**config.mk**
```make
export PLATFORM = sky130hd
export DESIGN_NAME = bram_loader
export DESIGN_NICKNAME = d
export VERILOG_FILES = /design/src/rtl/bram_loader_pkg.sv /design/src/rtl/bram_loader_byte_packer.sv /design/src/rtl/bram_loader.sv
export SDC_FILE = /design/constraint.sdc
export NUM_CORES = 1
export LEC_CHECK = 0
export BUFFER_PORTS_ARGS = -buffer_cell sky130_fd_sc_hd__buf_2
export CAP_MARGIN = 5
export CORE_UTILIZATION = 60
export CTS_CLUSTER_SIZE = 25
export DETAILED_ROUTE_END_ITERATION = 12
export PLACE_DENSITY = 0.84
export SYNTH_ARGS = -nofsm -noshare
export SYNTH_HDL_FRONTEND = slang
export SYNTH_HIERARCHICAL = 1
export SYNTH_SLANG_ARGS = --single-unit
export TNS_END_PERCENT = 50
```
**constraint.sdc**
```tcl
create_clock -name i_clk -period 4.6 [get_ports i_clk]
set_input_delay 0 -clock i_clk [delete_from_list [all_inputs] [get_ports i_clk]]
set_output_delay 0 -clock i_clk [all_outputs]
set_load 0.1 [all_outputs]
```
**src/rtl/bram_loader_pkg.sv**
```systemverilog
// rtl/bram_loader_pkg.sv - shared types and constants for the BRAM boot loader
// Purpose: loader FSM state encoding and header length shared by the
//          bram_loader slice.
// Contents: loader_state_t (IDLE, LEN, DATA, CHK, DONE), LEN_BYTES.
package bram_loader_pkg;

  typedef enum logic [2:0] {
    IDLE,
    LEN,
    DATA,
    CHK,
    DONE
  } loader_state_t;

  // Header is a little-endian 16-bit word count.
  localparam int LEN_BYTES = 2;

endpackage

```
**src/rtl/bram_loader_byte_packer.sv**
```systemverilog
// rtl/bram_loader_byte_packer.sv - assembles bytes into little-endian words
// Purpose: counts accepted bytes and shifts them into a DW-bit word; after
//          DW/8 bytes emits a one-cycle registered word-valid pulse.
// Ports:
//   i_clk, i_rst   clock, synchronous active-high reset
//   i_clr          discard any partial word (restart of a load)
//   i_valid        a byte is accepted this cycle
//   i_data         the accepted byte
//   o_word_valid   one-cycle pulse, o_word holds a complete word
//   o_word         assembled word, first byte in bits [7:0]
module byte_packer #(
  parameter int DW = 32
) (
  input  logic          i_clk,
  input  logic          i_rst,
  input  logic          i_clr,
  input  logic          i_valid,
  input  logic [7:0]    i_data,
  output logic          o_word_valid,
  output logic [DW-1:0] o_word
);

  localparam int BPW = DW / 8;
  localparam int CW  = (BPW > 1) ? $clog2(BPW) : 1;

  logic [CW-1:0] cnt_q, cnt_d;
  logic [DW-1:0] word_q, word_d;
  logic          valid_q, valid_d;

  always_comb begin
    cnt_d   = cnt_q;
    word_d  = word_q;
    valid_d = 1'b0;
    if (i_clr) begin
      cnt_d = '0;
    end else if (i_valid) begin
      // New bytes enter at the top so the first byte ends up in [7:0].
      word_d = (word_q >> 8) | (DW'(i_data) << (DW - 8));
      if (cnt_q == CW'(BPW - 1)) begin
        cnt_d   = '0;
        valid_d = 1'b1;
      end else begin
        cnt_d = cnt_q + CW'(1);
      end
    end
  end

  always_ff @(posedge i_clk) begin
    if (i_rst) begin
      cnt_q   <= '0;
      word_q  <= '0;
      valid_q <= 1'b0;
    end else begin
      cnt_q   <= cnt_d;
      word_q  <= word_d;
      valid_q <= valid_d;
    end
  end

  assign o_word_valid = valid_q;
  assign o_word       = word_q;

endmodule

```
**src/rtl/bram_loader.sv**
```systemverilog
// rtl/bram_loader.sv - length-prefixed byte stream to BRAM write port loader
// Purpose: reads a 16-bit little-endian word count, then packs DW/8 bytes per
//          word and writes words to consecutive addresses from 0. Optional
//          trailing XOR checksum byte when BRAM_LOADER_CHECKSUM_EN is defined.
// Ports:
//   i_clk, i_rst           clock, synchronous active-high reset
//   i_start                begin a load (honoured in IDLE/DONE only)
//   i_rx_valid, i_rx_data  byte source; o_rx_ready accepts
//   o_we, o_waddr, o_wdata one-cycle registered write port
//   o_busy, o_done, o_error load status
module bram_loader
  import bram_loader_pkg::*;
#(
  parameter int DW = 32,
  parameter int AW = 10
) (
  input  logic          i_clk,
  input  logic          i_rst,
  input  logic          i_start,
  input  logic          i_rx_valid,
  input  logic [7:0]    i_rx_data,
  output logic          o_rx_ready,
  output logic          o_we,
  output logic [AW-1:0] o_waddr,
  output logic [DW-1:0] o_wdata,
  output logic          o_busy,
  output logic          o_done,
  output logic          o_error
);

  if (DW % 8 != 0 || DW < 8) begin : g_dw_bad
    $error("bram_loader: DW must be a multiple of 8 and at least 8");
  end
  if (AW < 1) begin : g_aw_bad
    $error("bram_loader: AW must be at least 1");
  end

  loader_state_t state_q, state_d;
  logic          len_idx_q, len_idx_d;
  logic [7:0]    len_lo_q, len_lo_d;
  logic [AW:0]   nwords_q, nwords_d;
  logic [AW:0]   wcnt_q, wcnt_d;
  logic [AW-1:0] waddr_q, waddr_d;
  logic          done_q, done_d;
  logic          error_q, error_d;
`ifdef BRAM_LOADER_CHECKSUM_EN
  logic [7:0]    csum_q, csum_d;
`endif

  logic          active;
  logic          accept;
  logic          restart;
  logic          word_valid;
  logic [15:0]   len_word;
  logic          oversize;

  assign active     = (state_q == LEN) || (state_q == DATA) || (state_q == CHK);
  // Ready drops while a word is being written so the strobe never overlaps a byte.
  assign o_rx_ready = active && !word_valid;
  assign accept     = i_rx_valid && o_rx_ready;
  assign restart    = i_start && ((state_q == IDLE) || (state_q == DONE));
  assign len_word   = {i_rx_data, len_lo_q};
  assign oversize   = {17'd0, len_word} > (33'd1 << AW);

  byte_packer #(.DW(DW)) u_packer (
    .i_clk        (i_clk),
    .i_rst        (i_rst),
    .i_clr        (restart),
    .i_valid      (accept && (state_q == DATA)),
    .i_data       (i_rx_data),
    .o_word_valid (word_valid),
    .o_word       (o_wdata)
  );

  always_comb begin
    state_d   = state_q;
    len_idx_d = len_idx_q;
    len_lo_d  = len_lo_q;
    nwords_d  = nwords_q;
    wcnt_d    = wcnt_q;
    waddr_d   = waddr_q;
    done_d    = done_q;
    error_d   = error_q;
`ifdef BRAM_LOADER_CHECKSUM_EN
    csum_d    = csum_q;
`endif
    case (state_q)
      IDLE, DONE: begin
        if (i_start) begin
          state_d   = LEN;
          len_idx_d = 1'b0;
          wcnt_d    = '0;
          done_d    = 1'b0;
          error_d   = 1'b0;
`ifdef BRAM_LOADER_CHECKSUM_EN
          csum_d    = '0;
`endif
        end
      end
      LEN: begin
        if (accept) begin
          if (int'(len_idx_q) != LEN_BYTES - 1) begin
            len_lo_d  = i_rx_data;
            len_idx_d = 1'b1;
          end else begin
            len_idx_d = 1'b0;
            nwords_d  = (AW + 1)'(len_word);
            if (len_word == 16'd0) begin
              state_d = DONE;
              done_d  = 1'b1;
            end else if (oversize) begin
              state_d = DONE;
              done_d  = 1'b1;
              error_d = 1'b1;
            end else begin
              state_d = DATA;
            end
          end
        end
      end
      DATA: begin
        if (accept) begin
          // Address is the index of the word being assembled; stable until its strobe.
          waddr_d = wcnt_q[AW-1:0];
`ifdef BRAM_LOADER_CHECKSUM_EN
          csum_d  = csum_q ^ i_rx_data;
`endif
        end
        if (word_valid) begin
          wcnt_d = wcnt_q + (AW + 1)'(1);
          if (wcnt_d == nwords_q) begin
`ifdef BRAM_LOADER_CHECKSUM_EN
            state_d = CHK;
`else
            state_d = DONE;
            done_d  = 1'b1;
`endif
          end
        end
      end
`ifdef BRAM_LOADER_CHECKSUM_EN
      CHK: begin
        if (accept) begin
          state_d = DONE;
          done_d  = 1'b1;
          error_d = (i_rx_data != csum_q);
        end
      end
`endif
      default: state_d = IDLE;
    endcase
  end

  always_ff @(posedge i_clk) begin
    if (i_rst) begin
      state_q   <= IDLE;
      len_idx_q <= 1'b0;
      len_lo_q  <= '0;
      nwords_q  <= '0;
      wcnt_q    <= '0;
      waddr_q   <= '0;
      done_q    <= 1'b0;
      error_q   <= 1'b0;
`ifdef BRAM_LOADER_CHECKSUM_EN
      csum_q    <= '0;
`endif
    end else begin
      state_q   <= state_d;
      len_idx_q <= len_idx_d;
      len_lo_q  <= len_lo_d;
      nwords_q  <= nwords_d;
      wcnt_q    <= wcnt_d;
      waddr_q   <= waddr_d;
      done_q    <= done_d;
      error_q   <= error_d;
`ifdef BRAM_LOADER_CHECKSUM_EN
      csum_q    <= csum_d;
`endif
    end
  end

  assign o_we    = word_valid;
  assign o_waddr = waddr_q;
  assign o_busy  = active;
  assign o_done  = done_q;
  assign o_error = error_q;

endmodule

```
==> results of run 1 <==
Yosys cell counts, drive strengths merged (5+ instances only):
cell type / number / share of area (%)
xnor2: 9 / 2.2
buf: 16 / 3.6
clkbuf: 18 / 1.9
o21ai: 9 / 1.2
mux2i: 14 / 3.9
nand3: 13 / 2.1
inv: 5 / 0.52
dfxtp: 81 / 45
nand3b: 6 / 1.2
nand2: 105 / 11
nor2: 44 / 4.6
a21o: 5 / 1.1
nor3: 9 / 1.2
a21oi: 67 / 9.3
nor4: 5 / 0.87
what timing repair did:
action | CTS | global route
hold endpoints to repair | 20 | 0
setup endpoints to repair | 0 | 0
hold buffers | 9 | 0
worst paths after layout:
kind,end,slack [ns],cells past startpoint
worst min-delay path,state_q[0],0.07,4
worst max register to register,u_packer/o_word[28],1.62,6
worst min register to register,u_packer/o_word[2],0.45,2
worst max-delay path,u_packer/o_word[28],1.62,6
cell families (layout without fill, tap and decap cells):
group,count (synthesis),in the layout,synth area share (%)
flops,81,81,44.86
simple gates,209,209,26.58
xor+xnor,11,11,2.665
fa+ha+maj,2,2,0.6922
mux,15,15,4.188
buf+inv,39,89,5.953
compound gates,96,96,15.06
state kept, by name, indices dropped and copies added (netlist names):
signal and count:
len_idx_q 1, u_packer/cnt_q 2, nwords_q 11, state_q 3, u_packer/o_word_valid 1, o_waddr 10
u_packer/o_word 32, o_done 1, o_error 1, wcnt_q 11, len_lo_q 8
metal layers:
metal	up-vias	GRT usage, %	share of wire [%]
li1	1629	-	-
met2	99	42.99	47
met5	-	0	0
met3	14	6.057	5.9
met4	0	8.727	1.4
met1	1502	35.76	45
critical path, delay by kind of cell, from the launching register on:
family,cells,cell delay [ns]
AND/OR/NAND/NOR,4,1.77
buffers and inverters,1,0.37
flip-flops,1,0.54
AO/OA/AOI/OAI,1,0.20
power by group through the flow:
stage	Combinational (mW)	Sequential (mW)	Clock, mW
floorplan	0.0673	0.742	0
global placement	0.0959	0.734	0
detailed placement	0.0971	0.734	0
CTS	0.103	0.718	0.637
global route	0.113	0.719	0.668
finish	0.105	0.718	0.628
layout make-up:
| class | count | area, um2 | area share (%) |
|---|---|---|---|
| Clock inverter | 6 | 115.1 | 2.781 |
| Inverter | 5 | 18.77 | 0.4534 |
| Tap cell | 72 | 90.09 | 2.177 |
| Clock buffer | 10 | 127.6 | 3.083 |
| Timing Repair Buffer | 68 | 387.9 | 9.371 |
| Multi-Input combinational cell | 333 | 1778 | 42.96 |
| Sequential cell | 81 | 1622 | 39.18 |
through the flow:
step	worst slack, ns	total power [mW]	utilization, %	cells	instance area (um2)
final	1.616	1.451	73.36	575	4139
after global routing	1.315	1.500	73.36	575	4139
after CTS	1.635	1.458	73.36	575	4139
after detailed placement	1.667	0.8315	67.47	550	3806
after global placement	1.776	0.8297	67.47	550	3806
after floorplan	1.717	0.8090	-	453	3615
==> metrics.txt, run 1 <==
final period utilization 64.86%; Hold Worst Slack 0.07104 ns; min-delay src i_rx_valid; IO Count 59; Syn Nets 467; highest-count cells in the layout ignoring fill and taps nand2_1, dfxtp_1, a21oi_1; number of synthesis warnings 6; Async SR Flop Fraction 0%; Nets 512; top_reg_cell synth dfxtp_1; critical path type reg2reg; Synth Register Bits 81; pwr dens 350.6 nW/um2; sequential share of power 49.5%; Worst setup SP type flip-flop; Remaining DRCs 0; Worst Max-Slew Pin Slew 1.134 ns; first-pass GRT wire length 13.32 mm; DR vias/cell 5.642; via count 3244; Pleak 1.581 nW; reg2reg start state_q[1]; Worst IR Drop VDD 0.2652 mV; Post-CTS Setup Bufs 0; clock-pin slew on the worst setup and hold paths 0.09 ns; n_diodes 0; vias in the first global route 2919; HPWL after DPL 5.397 mm; Cell Area, Synth 3615 um2; MaxCap Viol Count 0; switch share 24.08%; Die ar. 6339 um2; Total GRT Usage 26.89%; clock sink total 81; Critical-path top delay cell and2b_1; Total Wirelength 8.029 mm; grt total ovfl 0; drt initial violations 232; Psw 0.3493 mW; Rel. slew slack 24.15%; Slew Viols, Final 0; combinational power share 7.2%; Filler cells 458; antenna-violating nets left 0; gpl congestion 0.9602; buffer depth of the longest clock path 2; Setup-failing EPs final 0; outcome complete, no violations; Core ar. 5642 um2; Yosys cell types 49; clock network fraction of design power 43.3%; Worst-Skew Late Latency 0.35 ns; Layout area overhead 14.50%; EDFF count, synth 0; Die Y 79.62 um; Root Buffer clkbuf_8; required time worst endpoint 4.87 ns; Critical Path End Type flip-flop; crit-path cells nand3b_1 -> or2_2 -> inv_1 -> and2b_1 -> nand2_1 -> a21oi_1; Num CTS Buffers 9; initial antenna violation count 0; Min-Delay Path Class in2reg; min cycle time layout 2.984 ns; largest net degree at the start of global routing 83; Resize count post-CTS 0; RSZ-0062 raised after global routing no; setup TNS 0 ns; PortBufs 58; most common cell after layout, fill and taps aside nand2_1; share of layout cells above drive strength 1 16.10%; syn_area_per_cell 7.980 um2; largest stage delay on the critical path 0.86 ns; num rows 27; Final Skew 0.009472 ns; cells after synthesis 453; FMAX 335.2 MHz; final hold violations 0; Worst Path Arrival 3.25 ns; Int Pwr 1.102 mW; post-synthesis sequential area ratio 44.86%; H-tree Lvls 3; initial core utilization 64.07%; Die X 79.62 um; Critical Path Source state_q[1]; wire length per cell 13.96 um; 1st-pass router iterations 5; CTS tree done; worst-path maximum fanout 32
(Power assumes the default switching activity.)
==> run 2: changes to the inputs <==
--- a/config.mk
+++ b/config.mk
@@ -7,10 +7,10 @@
 export LEC_CHECK = 0
 export BUFFER_PORTS_ARGS = -buffer_cell sky130_fd_sc_hd__buf_2
 export CAP_MARGIN = 5
-export CORE_UTILIZATION = 60
+export CORE_UTILIZATION = 56
 export CTS_CLUSTER_SIZE = 25
 export DETAILED_ROUTE_END_ITERATION = 12
-export PLACE_DENSITY = 0.84
+export PLACE_DENSITY = 0.79
 export SYNTH_ARGS = -nofsm -noshare
 export SYNTH_HDL_FRONTEND = slang
 export SYNTH_HIERARCHICAL = 1
==> constraint.sdc (replaced) <==
create_clock -name i_clk -period 3.13 [get_ports i_clk]
set_input_delay 0 -clock i_clk [delete_from_list [all_inputs] [get_ports i_clk]]
set_output_delay 0 -clock i_clk [all_outputs]
set_load 0.1 [all_outputs]
==> run 2 against run 1 <==
  * Global-route usage fell by 1.4 points
  * Die area grew 7.0%
  * Clock skew is essentially flat
  * Non-clock buffer count up 5
  * Via count down 0.28%
  * Clock power is 14% higher
  * Maximum frequency up 12%
  * Register-to-register slack got worse by 1.2 ns
  * Final area is 0.39% lower
  * Sequential power up 48%
  * Power increased by 33%
  * Worst setup slack lost 1.2 ns
==> metrics.txt, run 2 (same netlist as run 1, synthesis figures left out) <==
CTS tree done (unchanged); WHS Path Cells 4 (unchanged); Resize count post-CTS 0 (unchanged); Total Wirelength 8.081 mm (was 8.029 mm); post-cts hold buffer count 9 (unchanged); Worst Path Arrival 2.94 ns (was 3.25 ns); worst-path maximum fanout 7 (was 32); final period utilization 85.31% (was 64.86%); Setup-failing EPs final 0 (unchanged); via count 3235 (was 3244); DR vias/cell 5.549 (was 5.642); Worst setup SP type flip-flop (unchanged); min cycle time layout 2.670 ns (was 2.984 ns); Die X 82.34 um (was 79.62 um); Filler cells 532 (was 458); setup ws final 0.4599 ns (was 1.616 ns); Die Y 82.34 um (was 79.62 um); Slew Viols, Final 0 (unchanged); Remaining DRCs 0 (unchanged); Worst Max-Slew Pin Slew 0.8635 ns (was 1.134 ns); switch share 27.96% (was 24.08%); Core ar. 6061 um2 (was 5642 um2); largest net degree at the start of global routing 47 (was 83); PortBufs 58 (unchanged); reg2reg path depth 7 (was 6); combinational power share 8.1% (was 7.2%); Int Pwr 1.387 mW (was 1.102 mW); required time worst endpoint 3.40 ns (was 4.87 ns); Design Power 1.926 mW (was 1.451 mW); Layout area overhead 14.05% (was 14.50%); max reg flops 32 (unchanged); H-tree Lvls 3 (unchanged); clock sink total 81 (unchanged); num rows 28 (was 27); sequential share of power 54.8% (was 49.5%); HPWL after DPL 5.437 mm (was 5.397 mm); Min-Delay Path Class in2reg (unchanged); antenna-violating nets left 0 (unchanged); Root Buffer clkbuf_8 (unchanged); min-delay src i_rx_valid (unchanged); RSZ-0062 raised after global routing no (unchanged); crit-path cells ha_1 -> and3_4 -> nand3_4 -> mux2_2 -> a2111o_1 -> or4_4 -> a221oi_2 (was nand3b_1 -> or2_2 -> inv_1 -> and2b_1 -> nand2_1 -> a21oi_1); IO Count 59 (unchanged); setup TNS 0 ns (unchanged); final hold violations 0 (unchanged); Hold Worst Slack 0.06951 ns (was 0.07104 ns); Critical Path Source wcnt_q[0] (was state_q[1]); n_diodes 0 (unchanged); Setup WS pre-CTS 0.4888 ns (was 1.667 ns); 1st-pass router iterations 5 (unchanged); outcome complete, no violations (unchanged); drt initial violations 221 (was 232); initial antenna violation count 0 (unchanged); wire length per cell 13.86 um (was 13.96 um); critical path type reg2reg (unchanged); Critical Path End Type flip-flop (unchanged); reg2reg start wcnt_q[0] (was state_q[1]); MaxCap Viol Count 0 (unchanged); first-pass GRT wire length 13.03 mm (was 13.32 mm); gpl congestion 0.8590 (was 0.9602); most common cell after layout, fill and taps aside nand2_1 (unchanged); largest stage delay on the critical path 0.56 ns (was 0.86 ns); pwr dens 467.2 nW/um2 (was 350.6 nW/um2); initial core utilization 59.64% (was 64.07%); buffer depth of the longest clock path 2 (unchanged); Total GRT Usage 25.46% (was 26.89%); vias in the first global route 2757 (was 2919); Worst-Skew Late Latency 0.36 ns (was 0.35 ns); grt total ovfl 0 (unchanged); Critical-path top delay cell or4_4 (was and2b_1); Die ar. 6780 um2 (was 6339 um2); FMAX 374.5 MHz (was 335.2 MHz); clock network fraction of design power 37.1% (was 43.3%); Rel. slew slack 42.31% (was 24.15%); Worst IR Drop VDD 0.3517 mV (was 0.2652 mV); Psw 0.5385 mW (was 0.3493 mW); Num CTS Buffers 9 (unchanged); share of layout cells above drive strength 1 17.13% (was 16.10%); clock-pin slew on the worst setup and hold paths 0.09 ns (about the same); Finished Core Util 68.02% (was 73.36%); Nets 517 (was 512); Post-CTS Setup Bufs 0 (unchanged); Final Skew 0.009076 ns (was 0.009472 ns); highest-count cells in the layout ignoring fill and taps nand2_1, dfxtp_1, a21oi_1 (unchanged); Pleak 1.578 nW (was 1.581 nW)
[run 2: cell count changes in the layout (fill, tap and decap cells not counted), sizes merged]
cell and change:
bufinv -3, inv +2, clkbuf -1, clkinv +1, clkinvlp +1, buf +5
[run 2: per-stage QoR]
step / std cells / area, um2
after floorplan: 453 / 3615
after global placement: 558 / 3847
after detailed placement: 558 / 3847
after CTS: 583 / 4123
after global routing: 583 / 4123
final: 583 / 4123
[run 2: critical path: cells and delay by family, from the launching register on]
family / cells / cell delay (ns)
DFF: 1 / 0.45
and+or+nand+nor: 3 / 0.89
AOI/OAI and AO/OA: 2 / 0.65
muxes: 1 / 0.28
adders and majority gates: 1 / 0.31
[run 2: final cells by class]
class                           instances  area [um2]  share of cell area [%]
Inverter                                5       18.77                  0.4552
Multi-Input combinational cell        333        1778                   43.13
Clock buffer                            9       123.9                   3.005
Clock inverter                          7       61.31                   1.487
Tap cell                               75       93.84                   2.276
Sequential cell                        81        1622                   39.33
Timing Repair Buffer                   73       425.4                   10.32
[run 2: final timing paths]
check / slack (ns) / to
worst max register to register: 0.46 / o_done
worst max-delay path: 0.46 / o_done
worst min register to register: 0.45 / o_waddr[6]
worst min-delay path: 0.07 / state_q[0]
[run 2: routing by layer]
layer	GRT usage, %	wire [um]	vias to the layer above
met2	38.76	3714	78
met5	0	0	-
met1	34.19	3832	1513
met3	5.385	380	11
met4	12.11	154	0
li1	-	-	1633
[run 2: power groups by stage]
stage               combinational [mW]  clock [mW]  sequential (mW)
floorplan                       0.0989           0             1.09
global placement                 0.143           0             1.08
detailed placement               0.145           0             1.08
CTS                              0.154       0.731             1.06
global route                     0.168       0.767             1.06
finish                           0.156       0.715             1.06
